**src/rtl/rsa_pkg.sv**
```systemverilog
// Shared definitions for the RSA exponentiation datapath: operand-mux select
// codes plus the square-and-multiply sequencer's state and operation encodings.
package rsa_pkg;

  localparam logic [1:0] SEL_ONE  = 2'b00;
  localparam logic [1:0] SEL_A    = 2'b01;
  localparam logic [1:0] SEL_B    = 2'b10;
  localparam logic [1:0] SEL_ZERO = 2'b11;

  typedef enum logic [2:0] {
    ST_IDLE  = 3'd0,
    ST_SCAN  = 3'd1,
    ST_ISSUE = 3'd2,
    ST_WAIT  = 3'd3,
    ST_WB    = 3'd4,
    ST_FIN   = 3'd5
  } state_e;

  typedef enum logic [1:0] {
    OP_INIT = 2'd0,
    OP_SQ   = 2'd1,
    OP_MUL  = 2'd2,
    OP_ZERO = 2'd3
  } op_e;

  // {sel_x, sel_y} operand pair for each multiply kind
  function automatic logic [3:0] op_sel(input op_e op);
    logic [3:0] sel;
    case (op)
      OP_INIT: sel = {SEL_ONE, SEL_B};
      OP_SQ:   sel = {SEL_A, SEL_A};
      OP_MUL:  sel = {SEL_A, SEL_B};
      OP_ZERO: sel = {SEL_ONE, SEL_ONE};
      default: sel = {SEL_ZERO, SEL_ZERO};
    endcase
    return sel;
  endfunction

endpackage

```
**src/rtl/modexp_seq_ctrl.sv**
```systemverilog
// Left-to-right square-and-multiply sequencer: walks the exponent MSB first,
// launches one modular multiply per step and commands result write-back.
module modexp_seq_ctrl
  import rsa_pkg::*;
#(
  parameter int EXP_W = 1024,
  parameter int IDX_W = $clog2(EXP_W)
) (
  input  logic             clk,
  input  logic             rst_n,
  input  logic             start,
  input  logic [EXP_W-1:0] exponent,
  output logic             mult_start,
  input  logic             mult_done,
  output logic [1:0]       sel_x,
  output logic [1:0]       sel_y,
  output logic             res_we,
  output logic             busy,
  output logic             done
);

  localparam logic [IDX_W-1:0] IDX_MSB = IDX_W'(EXP_W - 1);
  localparam logic [IDX_W-1:0] IDX_ONE = IDX_W'(1);

  state_e             state_q;
  op_e                op_q;
  logic [EXP_W-1:0]   exp_q;
  logic [IDX_W-1:0]   idx_q;
  logic               mult_start_q;
  logic               res_we_q;
  logic               busy_q;
  logic               done_q;
  logic [1:0]         sel_x_q;
  logic [1:0]         sel_y_q;

  logic               cur_bit_s;
  logic               idx_zero_s;
  logic               issue_s;
  logic               fin_s;
  logic               dec_s;
  op_e                op_d;
  logic [3:0]         sel_d;

  assign cur_bit_s  = exp_q[idx_q];
  assign idx_zero_s = (idx_q == {IDX_W{1'b0}});
  assign sel_d      = op_sel(op_d);

  // Step decision shared by the leading-zero scan and the write-back state;
  // idx always names the exponent bit currently being processed.
  always_comb begin
    issue_s = 1'b0;
    fin_s   = 1'b0;
    dec_s   = 1'b0;
    op_d    = op_q;
    case (state_q)
      ST_SCAN: begin
        if (cur_bit_s) begin
          issue_s = 1'b1;
          op_d    = OP_INIT;
        end else if (idx_zero_s) begin
          issue_s = 1'b1;
          op_d    = OP_ZERO;
        end else begin
          dec_s = 1'b1;
        end
      end
      ST_WB: begin
        case (op_q)
          OP_INIT, OP_MUL: begin
            if (idx_zero_s) begin
              fin_s = 1'b1;
            end else begin
              dec_s   = 1'b1;
              issue_s = 1'b1;
              op_d    = OP_SQ;
            end
          end
          OP_SQ: begin
            if (cur_bit_s) begin
              issue_s = 1'b1;
              op_d    = OP_MUL;
            end else if (idx_zero_s) begin
              fin_s = 1'b1;
            end else begin
              dec_s   = 1'b1;
              issue_s = 1'b1;
              op_d    = OP_SQ;
            end
          end
          default: fin_s = 1'b1;
        endcase
      end
      default: begin
        issue_s = 1'b0;
      end
    endcase
  end

  // Sequencer FSM with all outputs registered
  always_ff @(posedge clk or negedge rst_n) begin
    if (!rst_n) begin
      state_q      <= ST_IDLE;
      op_q         <= OP_INIT;
      exp_q        <= {EXP_W{1'b0}};
      idx_q        <= {IDX_W{1'b0}};
      mult_start_q <= 1'b0;
      res_we_q     <= 1'b0;
      busy_q       <= 1'b0;
      done_q       <= 1'b0;
      sel_x_q      <= SEL_ZERO;
      sel_y_q      <= SEL_ZERO;
    end else begin
      mult_start_q <= 1'b0;
      res_we_q     <= 1'b0;
      done_q       <= 1'b0;
      case (state_q)
        ST_IDLE: begin
          if (start) begin
            exp_q   <= exponent;
            idx_q   <= IDX_MSB;
            busy_q  <= 1'b1;
            state_q <= ST_SCAN;
          end
        end
        ST_SCAN, ST_WB: begin
          if (dec_s) begin
            idx_q <= idx_q - IDX_ONE;
          end
          if (issue_s) begin
            op_q         <= op_d;
            sel_x_q      <= sel_d[3:2];
            sel_y_q      <= sel_d[1:0];
            mult_start_q <= 1'b1;
            state_q      <= ST_ISSUE;
          end else if (fin_s) begin
            sel_x_q <= SEL_ZERO;
            sel_y_q <= SEL_ZERO;
            done_q  <= 1'b1;
            state_q <= ST_FIN;
          end
        end
        ST_ISSUE: state_q <= ST_WAIT;
        ST_WAIT: begin
          if (mult_done) begin
            res_we_q <= 1'b1;
            state_q  <= ST_WB;
          end
        end
        ST_FIN: begin
          busy_q  <= 1'b0;
          state_q <= ST_IDLE;
        end
        default: state_q <= ST_IDLE;
      endcase
    end
  end

  assign mult_start = mult_start_q;
  assign res_we     = res_we_q;
  assign busy       = busy_q;
  assign done       = done_q;
  assign sel_x      = sel_x_q;
  assign sel_y      = sel_y_q;

endmodule

```
**config.mk**
```make
export PLATFORM = sky130hd
export DESIGN_NAME = modexp_seq_ctrl
export DESIGN_NICKNAME = d
export VERILOG_FILES = /design/src/rtl/rsa_pkg.sv /design/src/rtl/modexp_seq_ctrl.sv
export SDC_FILE = /design/constraint.sdc
export NUM_CORES = 2
export LEC_CHECK = 0
export ABC_CLOCK_PERIOD_IN_PS = 8370
export BUFFER_PORTS_ARGS = -buffer_cell sky130_fd_sc_hd__buf_4
export CAP_MARGIN = 10
export CORE_AREA = 2 2 402 404
export CTS_BUF_LIST = sky130_fd_sc_hd__clkbuf_4
export CTS_CLUSTER_DIAMETER = 80
export DETAILED_ROUTE_END_ITERATION = 6
export DIE_AREA = 0 0 404 406
export PLACE_DENSITY = 0.49
export SYNTH_ARGS = -nofsm -noshare
export SYNTH_HDL_FRONTEND = slang
export SYNTH_SLANG_ARGS = --single-unit
export TNS_END_PERCENT = 50
```
**constraint.sdc**
```tcl
create_clock -name clk -period 8.37 [get_ports clk]
set_clock_uncertainty 0.15 [all_clocks]
set_input_delay 1.674 -clock clk [delete_from_list [all_inputs] [get_ports clk]]
set_output_delay 1.674 -clock clk [all_outputs]
set_load 0.005 [all_outputs]
```
== Word level (Yosys, flattened, before mapping) ==
Cells that the tools add are included.

* Add/subtract/negate cells: 1
* Multipliers: 0
* Divide/modulo/power cells: 0
* Order comparisons: 1
* Equality and inequality tests: 14
* Shift-type cells: 0
* Mux-type cells: 41
* Bitwise logic cells: 0
* Reduce and logical (&&, ||, !) cells: 15

{| class="wikitable"
|+ Operator list
! cell !! count
|-
| two-way mux 10 bit || 2
|-
| one-hot mux 10 bit (2 select lines) || 1
|-
| two-way mux 1 bit || 16
|-
| one-hot mux 4 bit (4 select lines) || 1
|-
| two-way mux 2 bit || 7
|-
| two-way mux 3 bit || 4
|-
| one-hot mux 1 bit (2 select lines) || 6
|-
| one-hot mux 3 bit (4 select lines) || 1
|-
| < comparator 10 x 11 -> 1 bit, second input constant || 1
|-
| binary-select mux 1 bit (select 10 bit) || 1
|-
| zero test 10 bit || 1
|-
| subtractor 10 x 1 -> 10 bit, second input constant || 1
|-
| one-hot mux 2 bit (2 select lines) || 2
|-
| AND reduction 2 bit || 4
|-
| equality test 2 bit, second input constant || 3
|-
| equality test 3 x 2 -> 1 bit, second input constant || 2
|-
| equality test 3 bit, second input constant || 2
|-
| != test 2 bit, second input constant || 3
|-
| AND reduction 3 bit || 2
|-
| nonzero test 2 bit || 3
|-
| equality test 2 x 1 -> 1 bit, second input constant || 2
|-
| zero test 2 bit || 2
|-
| OR reduction 2 bit || 2
|-
| equality test 3 x 1 -> 1 bit, second input constant || 1
|-
| 2 further kinds || 2
|}

* Bits in registers: 1047
* Bits in latches: 0
* Memory bits (writable): 0
* Memory bits (read-only): 0
* Input bits: 1028
* Output and inout bits: 8
* Word-level logic and storage cells: 82
* Memories kept: 0

== Longest topological paths before layout ==
* Word-level depth: 8
* Gate-level depth with buffers: 19
* Gate-level depth less buffers: 13

== Worst setup path before layout ==
Ideal clock, no wire load.

* Path type: input -> register
* Start point: in start
* End point: reg exp_q[826]
* Library setup time: 0.125 ns
* Data arrival time: 3.441 ns
* Required time: 8.095 ns
* Slack: 4.654 ns
* Stages: 7
* Buffers on the path: 4
* Path through: nand2_1 nor3_1 clkbuf_1 clkbuf_1 clkbuf_1 clkbuf_1 mux2_2

* Cells in the longest elaborated chain, start to end: 1

{| class="wikitable"
|+ Ends and longest elaborated chain
! what !! RTL line !! text
|-
| from (decl) || modexp_seq_ctrl.sv:11 || <nowiki>input logic start,</nowiki>
|-
| AND reduction 2 bit (no line) || n/a ||
|-
| to (signal assigned) || modexp_seq_ctrl.sv:104 || <nowiki>exp_q <= {EXP_W{1'b0}};</nowiki>
|-
| to (signal assigned) || modexp_seq_ctrl.sv:119 || <nowiki>exp_q <= exponent;</nowiki>
|-
| to (decl) || modexp_seq_ctrl.sv:27 || <nowiki>logic [EXP_W-1:0] exp_q;</nowiki>
|}

No other way between the ends.
A chain may end at the register's enable or synchronous reset.

== Worst setup path in the final report ==
* Start point: reg idx_q[1]
* End point: reg idx_q[3]

* Cells in the longest elaborated chain, start to end: 7
* Elaborated cells on any way between the ends: 12
* Classes of those cells: add/sub (1); eq/ne (1); mux (8); reduce/logical (2)

{| class="wikitable"
|+ Ends and longest elaborated chain
! what !! RTL line !! text
|-
| from (decl) || modexp_seq_ctrl.sv:28 || <nowiki>logic [IDX_W-1:0] idx_q;</nowiki>
|-
| from (signal assigned) || modexp_seq_ctrl.sv:105 || <nowiki>idx_q <= {IDX_W{1'b0}};</nowiki>
|-
| from (signal assigned) || modexp_seq_ctrl.sv:127 || <nowiki>idx_q <= idx_q - IDX_ONE;</nowiki>
|-
| binary-select mux 1 bit (select 10 bit) / zero test 10 bit (equally long branches) || modexp_seq_ctrl.sv:44, modexp_seq_ctrl.sv:45 ||
|-
| two-way mux 1 bit (on tied branches) || n/a ||
|-
| two-way mux 1 bit || modexp_seq_ctrl.sv:79 || <nowiki>if (cur_bit_s) begin</nowiki>
|-
| one-hot mux 1 bit (2 select lines) || modexp_seq_ctrl.sv:68 || <nowiki>case (op_q)</nowiki>
|-
| one-hot mux 1 bit (2 select lines) || modexp_seq_ctrl.sv:55 || <nowiki>case (state_q)</nowiki>
|-
| != test 2 bit (no line) || n/a ||
|-
| AND reduction 3 bit (no line) || n/a ||
|}

Several ways; a longest one is shown, not always the timed one. The select of a mux whose other input is x is not followed.

==> results.toml <==
[clock_network]
clock_buffer_depth = 4
clock_transition_at_the_registers_of_the_reported_paths_ns = 0.07
root_buffer = "sky130_fd_sc_hd__clkbuf_4"
clkLatencyLatePin_ns = 1.31
post-cts-setup-buffers = 0
cts_buffers = 327
hold_buffers = 0
count_of_h_tree_levels_built_during_cts = 5
cts-resized-gates = 0
sink_count = 1047
cts_tree = "done"

[placed_design]
placed_cells_incl_taps = 6021
placed_cell_area_sq_mm = 0.0574
io_buffers = 1035
gpl.final_weighted_congestion = 0.809
place_hpwl_mm = 142

[grt]
grt_start_max_net_pins = 172
antenna_violations_before_repair = 60
grt_overflow_total = 0
grtUsageTotal_pct = 23.2
grt_pass1_wl_mm = 268
via_count_of_the_first_global_routing_pass = 35439

[critical_path]
worstPathCellList = "buf_4, and2_1, buf_4, a22oi_1, nand3_1, a41oi_1, o311a_1, a221oi_2, a31oi_2, o31ai_4, a21oi_1, or3_1"
timing.critical_path.slowest_stage_cell = "sky130_fd_sc_hd__dfrtp_4"
cell_repeated_most_along_the_worst_path = "sky130_fd_sc_hd__buf_4"
worst_ep_required_ns = 9.35
critical_path_class = "flip-flop to flip-flop"
critical_path_peak_fanout = 49
cp.arrival_ns = 6.37
critical_path_buf_inv_count = 2
slowest_delay_ns = 1.04
critPathCaptureType = "flip-flop"
critical-path-top-delay-family = "compound AO/OA/AOI/OAI gates"
critPathLaunchType = "flip-flop"

[timing]
finalSetupViolCount = 0
tcrit_tclk_final_pct = 64.4
max_slew.worst_pin.slew_ns = 1.11
worst_slew_margin_rel_pct = 25.8
slew_limit_fails = 0
fin_tns_setup_ns = 0
setup_repair_after_global_routing_missed_its_margin = "false"
layout_min_cycle_time_ns = 5.39
maxClockFrequency_mhz = 185
hold_viol_final = 0

[power_and_ir_drop]
power_dens_cells_mw_per_mm2 = 371
totalPowerFinal_mw = 22.8
sequential_share_of_power_pct = 40.5
power.combinational.fraction_pct = 37.4
vdd.ir_drop.worst_uv = 175
total_switching_power_mw = 7.54
power_frac_clock_pct = 22.0
power_switching_share_pct = 33.1
power.internal_mw = 15.2
power.static_leakage_nw = 27.4

[layout]
drive_gt1_share_pct = 63.2
most_common_cell_after_layout_fill_and_taps_aside = "sky130_fd_sc_hd__buf_4"
total_of_fill_cells_in_the_finished_design = 15623
syn_to_final_growth_pct = 29.2
post_layout_utilization_of_the_core_pct = 38.5
finish.instance_area_sq_mm = 0.0615
layout.nets = 5294
final_cells = 6607
commonest_cells_after_routing_fill_and_taps_aside = "1069 x sky130_fd_sc_hd__buf_4, 1037 x sky130_fd_sc_hd__dfrtp_1, 1025 x sky130_fd_sc_hd__mux2_2"

[synth]
syn_inst = 3070
synth_sequential_area_ratio_pct = 55.1
async_flop_share_pct = 100
synth_edf_count = 0
netlist_area_before_placement_sq_mm = 0.0475
ys_ff_latch = 1047
post-synth-top-area-cell = "sky130_fd_sc_hd__dfrtp_1"
ys.warnings.count = 0
ys_top_cells_by_area = "sky130_fd_sc_hd__dfrtp_1 55%, sky130_fd_sc_hd__mux2_2 24%, sky130_fd_sc_hd__mux4_2 9.6%"
synth_cell_types = 72
synth_top_area_share_pct = 54.9
synth_flop_cell = "sky130_fd_sc_hd__dfrtp_1"
synth_nets = 4100
syn-mean-instance-area_sq_um = 15.5

[routing]
first_pass_iters = 5
wl_per_cell_um = 29.2
route.detailed.vias_per_inst = 4.95
route.vias.total = 32681
totalWireLength_mm = 193
antenna_left = 0
drtIter0Drc = 2027
route.detailed.drc = 0

[floorplanning]
dieArea_sq_mm = 0.164
floorplan.core_area_sq_mm = 0.160
fp.dieW_um = 404
start_util_pct = 29.8
die_y_um = 406
top_level_ports = 1036
placement_rows = 147

[run_status]
run_status = "finished, final reports clean"

[worst_hold_path]
hold_path_class = "input pin to asynchronous set/reset pin"

[run]
maxCapViolations = 0
cells by family (layout without fill, tap and decap cells):
| kind of cell | Yosys count | in the layout | synth area share (%) |
|---|---|---|---|
| AO/OA/AOI/OAI | 215 | 215 | 3.33 |
| adder cells (fa/ha/maj) | 2 | 2 | 0.0526 |
| buffers and inverters | 232 | 1649 | 2.47 |
| flip-flops | 1047 | 1047 | 55.1 |
| multiplexers | 1380 | 1380 | 37.1 |
| other | 0 | 34 | 0 |
| AND/OR/NAND/NOR | 194 | 194 | 1.98 |
worst reg2reg max path: stages (launching register included):
cell and delay (ns):
sky130_fd_sc_hd__dfrtp_4 1.04, sky130_fd_sc_hd__buf_4 0.84, sky130_fd_sc_hd__and2_1 0.24, sky130_fd_sc_hd__buf_4 0.34
sky130_fd_sc_hd__a22oi_1 0.13, sky130_fd_sc_hd__nand3_1 0.15, sky130_fd_sc_hd__a41oi_1 0.25, sky130_fd_sc_hd__o311a_1 0.48
sky130_fd_sc_hd__a221oi_2 0.39, sky130_fd_sc_hd__a31oi_2 0.13, sky130_fd_sc_hd__o31ai_4 0.65, sky130_fd_sc_hd__a21oi_1 0.12
sky130_fd_sc_hd__or3_1 0.35
cell type report:
class / instances / area, sq um / share of cell area (%)
Sequential cell: 1047 / 26200 / 42.7
Multi-Input combinational cell: 1791 / 20200 / 32.9
Timing Repair Buffer: 1084 / 8320 / 13.5
Clock buffer: 475 / 3570 / 5.80
Tap cell: 2086 / 2610 / 4.25
Clock inverter: 77 / 359 / 0.584
Antenna cell: 34 / 85.1 / 0.138
Inverter: 13 / 51.3 / 0.0835
per-stage QoR:
step / hold WS (ns) / worst slack, ns
floorplan: 0.325 / 4.65
global placement: 0.333 / 2.83
detailed placement: 0.340 / 2.86
CTS: 0.139 / 2.83
global route: 0.232 / 2.69
finish: 0.319 / 2.98
registers in the layout (all words and copies together), names as in the netlist:
name,count
state_q,3
op_q,2
busy,1
idx_q,10
exp_q,1024
done,1
res_we,1
sel_x,2
mult_start,1
sel_y,2
per-layer routing:
metal	up-vias	GRT usage, %	routed length, um
li1	14195	-	-
met5	-	0	318
met2	1083	39.0	96900
met4	50	7.62	4760
met1	17010	28.2	77600
met3	343	7.19	13500
final timing paths:
| path | endpoint | startpoint | slack [ns] | depth (start not counted) |
|---|---|---|---|---|
| setup / recovery | idx_q[3] | idx_q[1] | 2.98 | 12 |
| hold / removal | exp_q[564] | rst_n | 0.32 | 1 |
| setup reg to reg | idx_q[3] | idx_q[1] | 2.98 | 12 |
| hold reg to reg | exp_q[331] | exp_q[331] | 0.35 | 1 |
| max in group asynchronous | exp_q[0] | rst_n | 5.76 | 3 |
| min in group clk | exp_q[331] | exp_q[331] | 0.35 | 1 |
synth_stat cells (17+ instances only):
cell type,count
sky130_fd_sc_hd__dfrtp_1,1043
sky130_fd_sc_hd__mux2_2,1025
sky130_fd_sc_hd__mux4_2,202
sky130_fd_sc_hd__mux2i_1,153
sky130_fd_sc_hd__clkbuf_1,142
sky130_fd_sc_hd__a22oi_1,68
sky130_fd_sc_hd__nand2_1,68
sky130_fd_sc_hd__a21oi_1,30
sky130_fd_sc_hd__nor2_1,30
sky130_fd_sc_hd__buf_2,28
sky130_fd_sc_hd__nand3_1,27
sky130_fd_sc_hd__buf_6,21
sky130_fd_sc_hd__buf_4,17
power groups by stage:
stage	Clock [mW]	Combinational (mW)	Sequential (mW)
2_1_floorplan	0	6.47	8.54
3_3_place_gp	0	8.54	9.32
3_5_place_dp	0	8.67	9.34
4_1_cts	5.21	8.69	9.26
5_1_grt	5.50	9.17	9.56
6_report	5.02	8.52	9.23
Power figures use the tool's default switching activity.
